File: src/rtl/ysyx_22040759_mem_arbiter.sv
// ysyx_22040759_mem_arbiter: shares one bridge port between icache and dcache; dcache priority, or round-robin with YSYX_22040759_ARB_RR_EN
module ysyx_22040759_mem_arbiter #(
  parameter int ADDR_W = 32,
  parameter int DATA_W = 64
) (
  input  logic              clock,
  input  logic              reset,
  input  logic              ic_valid,
  input  logic [ADDR_W-1:0] ic_addr,
  output logic              ic_ready,
  output logic [DATA_W-1:0] ic_rdata,
  input  logic              dc_valid,
  input  logic              dc_req,
  input  logic [ADDR_W-1:0] dc_addr,
  input  logic [DATA_W-1:0] dc_wdata,
  input  logic [2:0]        dc_size,
  output logic              dc_ready,
  output logic [DATA_W-1:0] dc_rdata,
  output logic              mem_valid,
  output logic              mem_req,
  output logic [ADDR_W-1:0] mem_addr,
  output logic [DATA_W-1:0] mem_wdata,
  output logic [2:0]        mem_size,
  input  logic              mem_ready,
  input  logic [DATA_W-1:0] mem_rdata
);
  typedef enum logic [1:0] {IDLE, BUSY, RESP} state_t;
  state_t state;
  logic grant;
  logic pick_dc;
`ifdef YSYX_22040759_ARB_RR_EN
  logic last_grant;
  assign pick_dc = dc_valid & (~ic_valid | ~last_grant);
  always_ff @(posedge clock)
    if (reset) last_grant <= 1'b0;
    else if (state == IDLE && (ic_valid || dc_valid)) last_grant <= pick_dc;
`else
  assign pick_dc = dc_valid;
`endif
  always_ff @(posedge clock)
    if (reset) begin
      state     <= IDLE;
      grant     <= 1'b0;
      mem_valid <= 1'b0;
      mem_req   <= 1'b0;
      mem_addr  <= '0;
      mem_wdata <= '0;
      mem_size  <= 3'd0;
      ic_ready  <= 1'b0;
      dc_ready  <= 1'b0;
      ic_rdata  <= '0;
      dc_rdata  <= '0;
    end else begin
      ic_ready <= 1'b0;
      dc_ready <= 1'b0;
      case (state)
        IDLE: if (ic_valid || dc_valid) begin
          state     <= BUSY;
          grant     <= pick_dc;
          mem_valid <= 1'b1;
          mem_req   <= pick_dc & dc_req;
          mem_addr  <= pick_dc ? dc_addr : ic_addr;
          mem_wdata <= pick_dc ? dc_wdata : '0;
          mem_size  <= pick_dc ? dc_size : 3'd3;
        end
        BUSY: if (mem_ready) begin
          state     <= RESP;
          mem_valid <= 1'b0;
          ic_ready  <= ~grant;
          dc_ready  <= grant;
          if (grant) dc_rdata <= mem_rdata;
          else ic_rdata <= mem_rdata;
        end
        default: state <= IDLE;
      endcase
    end
endmodule

File: config.mk
export PLATFORM = sky130hd
export DESIGN_NAME = ysyx_22040759_mem_arbiter
export DESIGN_NICKNAME = d
export VERILOG_FILES = /design/src/rtl/ysyx_22040759_mem_arbiter.sv
export SDC_FILE = /design/constraint.sdc
export NUM_CORES = 1
export LEC_CHECK = 0
export BUFFER_PORTS_ARGS = -buffer_cell sky130_fd_sc_hd__buf_4
export CORE_AREA = 8 8 160 162
export DETAILED_ROUTE_END_ITERATION = 6
export DIE_AREA = 0 0 168 170
export GPL_TIMING_DRIVEN = 0
export PLACE_DENSITY = 0.68
export SLEW_MARGIN = 10
export SYNTH_ARGS = -nofsm -noshare
export SYNTH_HDL_FRONTEND = slang
export SYNTH_SLANG_ARGS = --single-unit
export TNS_END_PERCENT = 30
File: constraint.sdc
create_clock -name clock -period 2.8 [get_ports clock]
set_input_delay 0.56 -clock clock [delete_from_list [all_inputs] [get_ports clock]]
set_output_delay 0.56 -clock clock [all_outputs]
set_load 0.005 [all_outputs]
==> flow_metrics.py <==
metrics = {
    "status": {
        "outcome": "finished clean",
    },
    "timing": {
        "fin_skew_ps": 16.0,
        "fin_setup_tns_ps": 0,
        "min_period_ps": 1720,
        "maxSlewHeadroom_pct": 54.5,
        "post-route-period-util_pct": 61.3,
        "finalHoldViolCount": 0,
        "max_freq_ghz": 0.582,
        "fin_ws_ps": 1080,
        "drv_slew": 0,
        "tightestPinTransition_ps": 683,
        "rsz0062_at_grt": "false",
        "setup_viol": 0,
    },
    "synthesis": {
        "netlist_area_mm2": 0.00873,
        "avgSynthCellArea_um2": 8.49,
        "synth_cells": 1029,
        "synth_nets": 1230,
        "synth_seq_cells": 234,
        "synth_cell_type_count": 27,
        "seq_area_frac_synth_pct": 53.6,
        "yosysWarnings": 0,
    },
    "power": {
        "p_leak_nw": 5.77,
        "pwr_density_cell_mw_per_mm2": 650,
        "ir_drop_v": 0.000574,
    },
    "critical_path": {
        "timing.rr.start": "state[1]",
        "cp.arrival_ps": 2090,
        "crit_path_top_delay_cell": "clkbuf_1",
        "crit_required_ps": 3180,
        "critPathKind": "primary input to flip-flop",
        "crit_top_cell": "clkbuf_1",
        "cpPeakStageDelay_ps": 570,
        "crit_start": "reset",
        "worstPathCellList": "clkbuf_1, clkbuf_1, clkbuf_1, a21oi_1",
        "worstSetupEndpointType": "flip-flop",
        "path_max_fanout": 10,
        "critPathLaunchType": "primary input",
    },
    "detailed_routing": {
        "viasPerCell": 4.92,
        "drc_errors": 0,
        "initialDrtViolationCount": 534,
        "ant_nets": 0,
        "finalWirelength_mm": 34.5,
        "dr.pass1.iters": 4,
        "wl_per_cell_um": 19.2,
        "vias": 8836,
    },
    "floorplanning": {
        "ios": 432,
        "die-area_mm2": 0.0286,
        "chipHeight_um": 170,
        "num_rows": 56,
        "coreArea_mm2": 0.0231,
        "initial_core_util_pct": 37.9,
        "die_w_um": 168,
    },
    "final_layout": {
        "multi_input_area_mm2": 0.00357,
        "final_common_cell": "buf_4",
        "layout-drive-gt1-share_pct": 37.6,
        "antenna_cells": 0,
        "final_cell_mix": "434 x buf_4, 325 x nand2_1, 234 x dfxtp_1",
        "nets": 1687,
        "syn2layout_area_growth_pct": 52.2,
        "fill_cells": 2160,
        "seq_area_mm2": 0.00468,
        "final_util_pct": 57.7,
    },
    "clocking": {
        "numCtsBuffers": 26,
        "cts_hold_buf": 0,
        "cts_tree": "done",
        "cts_sinks": 234,
        "post_cts_buffers": 0,
        "h-tree-depth": 1,
        "root_buffer": "clkbuf_16",
        "clk_latency_ps": 520,
        "clock_path_buffers": 3,
        "clk_pin_slew_ps": 60,
        "ctsResizeCount": 0,
    },
    "placement": {
        "gp_routability_congestion": 0.824,
        "io_buffers": 429,
        "dp_hpwl_mm": 26.8,
        "dp_slack_ps": 417,
    },
    "flow_run": {
        "max_cap_viol_count": 0,
    },
    "global_route": {
        "antenna_found_initial": 0,
        "grt_util_all_layers_pct": 22.7,
        "overflow": 0,
        "grt_pass1_vias": 8973,
        "grt_max_degree": 14,
        "grt_pass1_wl_mm": 51.4,
    },
    "worst_hold_path": {
        "hold_class": "primary input to flip-flop",
        "min_from": "dc_wdata[32]",
    },
}
final timing paths:
kind,end,slack [ps],cells after the start
setup reg to reg,dc_rdata[20],1220,5
setup / recovery,mem_size[2],1080,4
hold reg to reg,dc_rdata[31],450,2
hold / removal,mem_wdata[32],280,3
metrics by stage:
step                instances  area, um^2  total power [mW]  hold slack [ps]
floorplan                1029        8730              4.19              453
global placement         1748       12300              4.88              443
detailed placement       1748       12300              4.90              447
CTS                      1796       13300              8.72              267
global route             1796       13300              8.97              270
finish                   1796       13300              8.64              283
final cells by class:
| type | count | area share (%) |
|---|---|---|
| clock inverters | 15 | 1.72 |
| repair buffers | 429 | 24.2 |
| plain buffers | 91 | 3.56 |
| flip-flops and latches | 234 | 35.2 |
| clock buffers | 33 | 5.63 |
| well taps | 290 | 2.73 |
| multi-input cells | 702 | 26.8 |
| inverters | 2 | 0.0565 |
report_power, final:
part	switching (mW)	internal (mW)	leakage, nW
registers	0.0947	3.51	1.91
logic	0.611	0.607	3.37
clock network	1.39	2.44	0.490
total	2.09	6.55	5.77
routing by layer:
| layer | wire [um] | up-vias | GRT usage (%) |
|---|---|---|---|
| met4 | 982 | 0 | 6.56 |
| met5 | 0 | - | 0 |
| met3 | 3440 | 50 | 9.08 |
| met2 | 17000 | 348 | 40.8 |
| met1 | 13100 | 4064 | 24.2 |
| li1 | - | 4374 | - |
cells by family after synthesis:
group           synth area share [%]
flops                           53.6
simple gates                    15.5
mux                             3.67
compound gates                  21.7
buf+inv                         5.50
worst max-delay path: cells and delay by family:
kind                   cells  cell delay (ps)
buffers and inverters      3             1450
AO/OA/AOI/OAI              1               80
registers in the layout, summed over array words and instances (netlist names), 2 cells and up:
signal     flops
state          2
mem_wdata     64
dc_rdata      64
ic_rdata      64
mem_size       3
mem_addr      32
synthesized netlist by cell type:
| cell type | n | area, um^2 |
|---|---|---|
| nand2_1 | 325 | 1220 |
| dfxtp_1 | 234 | 4680 |
| a21oi_1 | 229 | 1150 |
| o21ai_0 | 67 | 335 |
| clkbuf_1 | 40 | 150 |
| buf_2 | 39 | 195 |
| mux2i_1 | 32 | 320 |
| a211oi_2 | 30 | 375 |
| buf_4 | 5 | 37.5 |
| buf_6 | 4 | 45.0 |
| buf_8 | 3 | 45.0 |
| nor2_1 | 3 | 11.3 |
| a211oi_1 | 2 | 15.0 |
| inv_1 | 2 | 7.51 |
| o221a_2 | 2 | 22.5 |
| and4b_1 | 1 | 10.0 |
| and4bb_2 | 1 | 12.5 |
| nand3b_1 | 1 | 7.51 |
| nand4b_1 | 1 | 8.76 |
| nand4bb_1 | 1 | 11.3 |
| nor2_2 | 1 | 6.26 |
| nor2_4 | 1 | 11.3 |
| nor2_8 | 1 | 20.0 |
| nor3b_2 | 1 | 12.5 |
| or2_1 | 1 | 6.26 |
| or2_2 | 1 | 6.26 |
| or3b_2 | 1 | 8.76 |
No activity file was read; power rests on OpenSTA's default activity.
